===== src/rtl/bcd2bin_pkg.sv =====
// bcd2bin shared constants, state encoding and helpers.
// Four BCD digits in, one 14-bit unsigned integer out.
package bcd2bin_pkg;

    localparam int BCD_DIGITS = 4;
    localparam int DIG_W      = 4;
    localparam int BCD_W      = BCD_DIGITS * DIG_W;
    localparam int BIN_W      = 14;
    localparam int SR_W       = 30;
    localparam int N_STEPS    = 14;
    localparam int CNT_W      = 4;

    localparam logic [CNT_W-1:0] LAST_STEP = CNT_W'(N_STEPS - 1);

    typedef enum logic [1:0] {
        IDLE = 2'd0,
        CONV = 2'd1,
        DONE = 2'd2
    } state_t;

    // True when every nibble of a packed BCD word is a legal digit (0..9).
    function automatic logic bcd_ok(input logic [BCD_W-1:0] d);
        logic ok;
        ok = 1'b1;
        for (int i = 0; i < BCD_DIGITS; i++) begin
            if (d[i*DIG_W +: DIG_W] > 4'd9) begin
                ok = 1'b0;
            end
        end
        return ok;
    endfunction

endpackage


===== src/rtl/bcd_digit_adj.sv =====
// bcd_digit_adj: reverse double-dabble digit correction.
// A nibble of 8 or more after a right shift is reduced by 3.
module bcd_digit_adj
    import bcd2bin_pkg::*;
(
    input  logic [DIG_W-1:0] d_i,
    output logic [DIG_W-1:0] d_o
);

    logic ge8;

    // Bit 3 set is exactly "8 or more"; the subtract cannot underflow.
    assign ge8 = d_i[DIG_W-1];
    assign d_o = ge8 ? (d_i - 4'd3) : d_i;

endmodule


===== src/rtl/bcd2bin.sv =====
// bcd2bin: sequential BCD-to-binary converter, 14 shift/correct steps.
// Invalid digits short-circuit to an error result in one clock.
module bcd2bin
    import bcd2bin_pkg::*;
(
    input  logic             clkin,
    input  logic             reset,
    input  logic             enable,
    input  logic [3:0]       tho,
    input  logic [3:0]       hun,
    input  logic [3:0]       ten,
    input  logic [3:0]       uni,
    output logic [BIN_W-1:0] data,
    output logic             busy,
    output logic             done,
    output logic             err
);

    state_t           state_q, state_d;
    logic [SR_W-1:0]  sr_q, sr_d;
    logic [CNT_W-1:0] cnt_q, cnt_d;
    logic [BIN_W-1:0] data_q, data_d;
    logic             busy_q, busy_d;
    logic             done_q, done_d;
    logic             err_q, err_d;

    logic [BCD_W-1:0] digits;
    logic [SR_W-1:0]  sh;
    logic [SR_W-1:0]  corr;
    logic             start;
    logic             dig_ok;

    assign digits = {tho, hun, ten, uni};
    assign dig_ok = bcd_ok(digits);

    // One right shift: the BCD field LSB drops into the binary field MSB.
    assign sh = {1'b0, sr_q[SR_W-1:1]};

    // Binary field passes through; each BCD nibble gets corrected.
    assign corr[BIN_W-1:0] = sh[BIN_W-1:0];

    for (genvar g = 0; g < BCD_DIGITS; g++) begin : g_adj
        bcd_digit_adj u_adj (
            .d_i (sh[BIN_W + g*DIG_W +: DIG_W]),
            .d_o (corr[BIN_W + g*DIG_W +: DIG_W])
        );
    end

    // Requests are only sampled while not converting.
    assign start = enable && (state_q != CONV);

    // Next-state, datapath and output register updates.
    always_comb begin
        state_d = state_q;
        sr_d    = sr_q;
        cnt_d   = cnt_q;
        data_d  = data_q;
        busy_d  = busy_q;
        done_d  = done_q;
        err_d   = err_q;
        unique case (state_q)
            IDLE, DONE: begin
                if (start) begin
                    if (dig_ok) begin
                        sr_d    = {digits, {BIN_W{1'b0}}};
                        cnt_d   = '0;
                        busy_d  = 1'b1;
                        done_d  = 1'b0;
                        err_d   = 1'b0;
                        state_d = CONV;
                    end else begin
                        data_d  = '0;
                        err_d   = 1'b1;
                        done_d  = 1'b1;
                        busy_d  = 1'b0;
                        state_d = DONE;
                    end
                end
            end
            CONV: begin
                sr_d  = corr;
                cnt_d = cnt_q + 4'd1;
                if (cnt_q == LAST_STEP) begin
                    data_d  = corr[BIN_W-1:0];
                    done_d  = 1'b1;
                    busy_d  = 1'b0;
                    state_d = DONE;
                end
            end
            default: begin
                state_d = IDLE;
            end
        endcase
    end

    // State and datapath registers, cleared asynchronously.
    always_ff @(posedge clkin or negedge reset) begin
        if (!reset) begin
            state_q <= IDLE;
            sr_q    <= '0;
            cnt_q   <= '0;
            data_q  <= '0;
            busy_q  <= 1'b0;
            done_q  <= 1'b0;
            err_q   <= 1'b0;
        end else begin
            state_q <= state_d;
            sr_q    <= sr_d;
            cnt_q   <= cnt_d;
            data_q  <= data_d;
            busy_q  <= busy_d;
            done_q  <= done_d;
            err_q   <= err_d;
        end
    end

    assign data = data_q;
    assign busy = busy_q;
    assign done = done_q;
    assign err  = err_q;

endmodule


===== config.mk =====
export PLATFORM = sky130hd
export DESIGN_NAME = bcd2bin
export DESIGN_NICKNAME = d
export VERILOG_FILES = /design/src/rtl/bcd2bin_pkg.sv /design/src/rtl/bcd_digit_adj.sv /design/src/rtl/bcd2bin.sv
export SDC_FILE = /design/constraint.sdc
export NUM_CORES = 1
export LEC_CHECK = 0
export BUFFER_PORTS_ARGS = -buffer_cell sky130_fd_sc_hd__clkbuf_2
export CAP_MARGIN = 20
export CORE_UTILIZATION = 53
export CTS_BUF_LIST = sky130_fd_sc_hd__clkbuf_8
export DETAILED_ROUTE_END_ITERATION = 8
export PLACE_DENSITY = 0.77
export SETUP_SLACK_MARGIN = 0.1
export SKIP_LAST_GASP = 1
export SLEW_MARGIN = 20
export SYNTH_ARGS = -nofsm -noshare
export SYNTH_HDL_FRONTEND = slang
export SYNTH_SLANG_ARGS = --single-unit

===== constraint.sdc =====
create_clock -name clkin -period 1.5 [get_ports clkin]
set_clock_uncertainty 0.05 [all_clocks]
set_input_delay 0.225 -clock clkin [delete_from_list [all_inputs] [get_ports clkin]]
set_output_delay 0.225 -clock clkin [all_outputs]
set_load 0.02 [all_outputs]

# After elaboration in Yosys (flattened, before gate mapping)
# Index checks and enable logic that the tools add are counted.
# W data, S select, Z words.
word_totals:
  regBits: 53
  input_bits: 19
  out_inout_bits: 17
  elab_cells: 61
classes:
  addsub: 4
  magnitude_cmp: 4
  eq_ne: 8
  muxes: 29
  n_reduce_logical: 9
ops:
  columns: ["cell", "count"]
  rows:
  - ["$mux W30", 2]
  - ["$pmux W30 S2", 1]
  - ["$mux W14", 3]
  - ["$pmux W14 S2", 1]
  - ["$mux W4", 5]
  - ["$gt A4 B4 Y1 const B", 4]
  - ["$sub A4 B2 Y4 const B", 3]
  - ["$mux W1", 10]
  - ["$ne A2 B2 Y1 const B", 4]
  - ["$pmux W4 S2", 1]
  - ["$mux W2", 3]
  - ["$reduce_and A3 Y1", 2]
  - ["$add A4 B1 Y4 const B", 1]
  - ["$eq A4 B4 Y1 const B", 1]
  - ["$pmux W1 S2", 2]
  - ["$pmux W2 S2", 1]
  - ["$reduce_and A2 Y1", 2]
  - ["$reduce_and A4 Y1", 1]
  - ["$eq A2 B1 Y1 const B", 1]
  - ["$eq A2 B2 Y1 const B", 1]
  - ["$logic_not A2 Y1", 1]
  - ["$ne A2 B1 Y1 const B", 1]
  - ["$reduce_bool A2 Y1", 1]
  - ["$reduce_or A2 Y1", 1]
  - ["$logic_and A1 B1 Y1", 1]

# Longest topological paths before layout
depth:
  depth_word: 8
  depth_mapped: 7
  mapped_depth_nobuf: 6

# Modules after synthesis
# A second synthesis with hierarchy kept.
hier_totals:
  hier_cells: 184
  area_unflattened_um2: 2324.7
modules_own_cells:
  columns: ["module", "instances", "cells_each", "area_per_inst_um2", "seq_area_each_um2"]
  rows:
  - ["bcd2bin", 1, 156, 2074.5, 1301.2]
  - ["bcd_digit_adj", 4, 7, 62.6, 0.0]

# Worst setup path before layout
# OpenSTA, ideal clock, no wires.
synth_timing:
  kind: "register to register"
  startpoint: "reg cnt_q[1]"
  endpoint: "reg data_q[10] (netlist: data[10])"
  setup_time_ps: 121
  arrival_ps: 1347
  required_ps: 1329
  path_slack_ps: -18
  stages_incl_launch_ff: 8
  n_path_buf: 1
  synth_period_minus_slack_ps: 1518
  cell_sequence: "dfrtp_1 > inv_1 > ha_1 > nand3_1 > nor2_8 > o22ai_4 > buf_6 > a22o_1"
synth_via:
  elab_chain_cells: 3
synth_rtl:
  columns: ["item", "line", "source"]
  rows:
  - ["start: declaration", "bcd2bin.sv:21", "logic [CNT_W-1:0] cnt_q, cnt_d;"]
  - ["start signal: assignment", "bcd2bin.sv:109", "cnt_q <= cnt_d;"]
  - ["$eq A4 B4 Y1", "bcd2bin.sv:83", "if (cnt_q == LAST_STEP) begin"]
  - ["$ne A2 B2 Y1 (no line)", null, null]
  - ["$reduce_and A4 Y1 (no line)", null, null]
  - ["end signal: assignment", "bcd2bin.sv:110", "data_q <= data_d;"]
  - ["end: declaration", "bcd2bin.sv:22", "logic [BIN_W-1:0] data_q, data_d;"]
# No other way between the ends.
# A chain may end at the register's enable or synchronous reset.

# Final worst setup path
layout_timing:
  startpoint: "reg cnt_q[1]"
  endpoint: "reg data_q[1] (netlist: data[1])"
# Same word-level chain as after synthesis.

==> impl_metrics.ini <==
[outcome]
status = complete, no violations

[synthesis]
yosys-top-cells-area = dfrtp_1, a22o_1, o21ai_0, a31oi_1, a22oi_1
synth_nets = 225
yosysTopAreaCell = dfrtp_1
synth.avg_cell_area_um2 = 11.9
yosysWarnings = 0
ys_ff_latch = 52
ys_types = 37
seq_area_frac_synth = 0.546
netlist_area_mm2 = 0.00238
yosysTopAreaCellShare = 0.546
synthCells = 201

[clock_network]
cts_tree = done
cts_buffers = 5
cts.clk_slew.worst_paths_ns = 0.10
cts_root_buffer = clkbuf_8
clockBufferDepth = 2
htree_levels = 2
clkSinkCount = 52
clk_latency_ns = 0.32

[min_path]
hold_path.class = in -> reg

[run]
maxCapViolations = 0

[setup_path]
cp_max_fo = 14
cp.required_ns = 1.65
cpLargestDelayFamily = flip-flops
cp_slowest_cell = dfrtp_1
crit_path_max_incr_delay_ns = 0.40
startpoint_type = register
path_class = reg -> reg
cp-end-kind = register
crit_path_cell_trace = inv_2 -> ha_4 -> nand3_4 -> nor2_8 -> o22ai_4 -> buf_12 -> a22o_1
critPathBufInv = 2
cp_data_arrival_time_ns = 1.61

[power]
pwr-share-clk = 0.217
combPwrFrac = 0.286
p_per_area_mw_per_mm2 = 1290
p_seq_frac = 0.497
irDropWorstVdd_mv = 1.08
switchingPower_uw = 1290
power_uw = 3890
switching_share = 0.331
power.leakage_uw = 0.00146
internal_power_uw = 2600

[finish]
final_area_mm2 = 0.00303
nFillCells = 311
drive_above_1_share = 0.338
nets = 286
areaGrowthSynthToFinish_pct = 27.0
num_antenna_cells = 0
mostFrequentLayoutCell = dfrtp_1
utilization = 0.700
layout_common_cells = dfrtp_1, clkbuf_2, a22o_1
stdcell_count = 315

[die]
start_util = 0.551
core-area_mm2 = 0.00432
die_w_um = 69.0
die_y_um = 69.0
num_io_pins = 36
placementRows = 24
dieArea_mm2 = 0.00477

[routing]
first_iter_violations = 167
vias = 1895
drc = 0
postRouteAntennaNets = 0
wl_mm = 5.40
wl_per_cell_um = 17.2
drt_pass1_iterations = 4
via_per_inst = 6.02

[timing]
rsz0062_at_grt = true
worst_pin_slew_ns = 0.266
fin_crit_sh = 0.967
clock.fmax_mhz = 689
hold_viol = 0
max_slew_margin = 0.823
period_minus_slack_ns = 1.45
setup_viol = 0
finalMaxSlewViolations = 0

[global_routing]
grt_pass1_wl_mm = 8.20
antenna_found_initial = 0
grt-ovfl-total = 0
gr-usage-all-layers = 0.220
grt_max_degree = 53
grt_pass1_vias = 1726

[place]
place_area_mm2 = 0.00277
gp_congestion = 0.769
dpl.cell_count = 296
dp_hpwl_mm = 3.30
portBuffers = 35
cells in the mapped netlist, drive strengths merged:
| library cell | number |
|---|---|
| dfrtp | 52 |
| o22ai | 2 |
| a22o | 27 |
| mux2i | 4 |
| nand3 | 2 |
| a21o | 2 |
| and2b | 1 |
| nor3 | 1 |
| clkbuf | 2 |
| nor2 | 14 |
| and4 | 1 |
| o311a | 3 |
| nand4 | 2 |
| or3 | 3 |
| nand2b | 2 |
| a21oi | 7 |
| xor2 | 2 |
| nor2b | 1 |
| xnor2 | 6 |
| mux2 | 1 |
| o2bb2ai | 1 |
| nand2 | 2 |
| o21ai | 20 |
| buf | 13 |
| a31oi | 12 |
| a22oi | 9 |
| inv | 4 |
| ha | 5 |
registers in the layout, indices dropped and copies added (netlist names):
| name | count |
|---|---|
| sr_q | 29 |
| state_q | 2 |
| cnt_q | 4 |
| done | 1 |
| data | 14 |
| err | 1 |
| busy | 1 |
per-stage QoR:
step / setup slack, ns / hold WS (ns) / TNS, ns
after floorplan: 0.0614 / -0.121 / 0
after global placement: 0.0224 / 0.187 / 0
after detailed placement: -0.00314 / 0.194 / -0.00314
after CTS: 0.0623 / 0.106 / 0
after global routing: -0.00103 / 0.126 / -0.00103
final: 0.0493 / 0.106 / 0
cell families (layout without fill, tap and decap cells):
logic type | after synthesis | count (layout) | share of synthesized area
flops | 52 | 52 | 0.546
simple gates | 29 | 29 | 0.0699
mux | 5 | 5 | 0.0215
buf+inv | 19 | 81 | 0.0525
compound gates | 83 | 83 | 0.254
xor+xnor | 8 | 8 | 0.0294
fa+ha+maj | 5 | 5 | 0.0263
what timing repair did:
item / 4_1_cts / 5_1_grt
setup buffers: 5 / 3
pin swaps: 1 / 5
endpoints found under the hold margin: 52 / 0
gates resized for setup: 5 / 11
hold buffers: 1 / 0
gates cloned: 0 / 2
endpoints found under the setup margin: 40 / 38
power groups by stage:
stage	sequential (uW)	combinational, uW	clock (uW)
2_1_floorplan	1900	701	0
3_3_place_gp	1930	942	0
3_5_place_dp	1940	978	0
4_1_cts	1910	1010	864
5_1_grt	1970	1250	911
6_report	1940	1110	845
worst min-delay path, stage by stage:
cell      delay [ns]
clkbuf_2        0.08
nand3_1         0.05
o21ai_0         0.07
final cells by class:
type | instances | area, um^2 | area share
clock buffer | 5 | 68.8 | 0.0227
clock inverter | 3 | 25.0 | 0.00827
inverter | 4 | 15.0 | 0.00496
multi-input combinational | 130 | 1000 | 0.331
sequential | 52 | 1300 | 0.430
tap | 52 | 65.1 | 0.0215
timing repair buffer | 69 | 548 | 0.181
worst paths after layout:
check | start | to | slack [ns] | cells past startpoint
setup / recovery | cnt_q[1] | data[1] | 0.05 | 7
hold / removal | tho[3] | sr_q[29] | 0.11 | 3
setup reg to reg | cnt_q[1] | data[1] | 0.05 | 7
hold reg to reg | data[2] | data[2] | 0.46 | 1
max in group asynchronous | reset | state_q[0] | 0.78 | 3
min in group asynchronous | reset | sr_q[7] | 0.38 | 3
routing by layer:
layer | up-vias | GRT usage | wire length (um)
li1 | 881 | - | -
met1 | 932 | 0.299 | 2430
met2 | 65 | 0.340 | 2570
met3 | 17 | 0.0497 | 246
met4 | 0 | 0.0952 | 165
met5 | - | 0 | 0
Note: power is estimated with default switching activity, not from simulation.
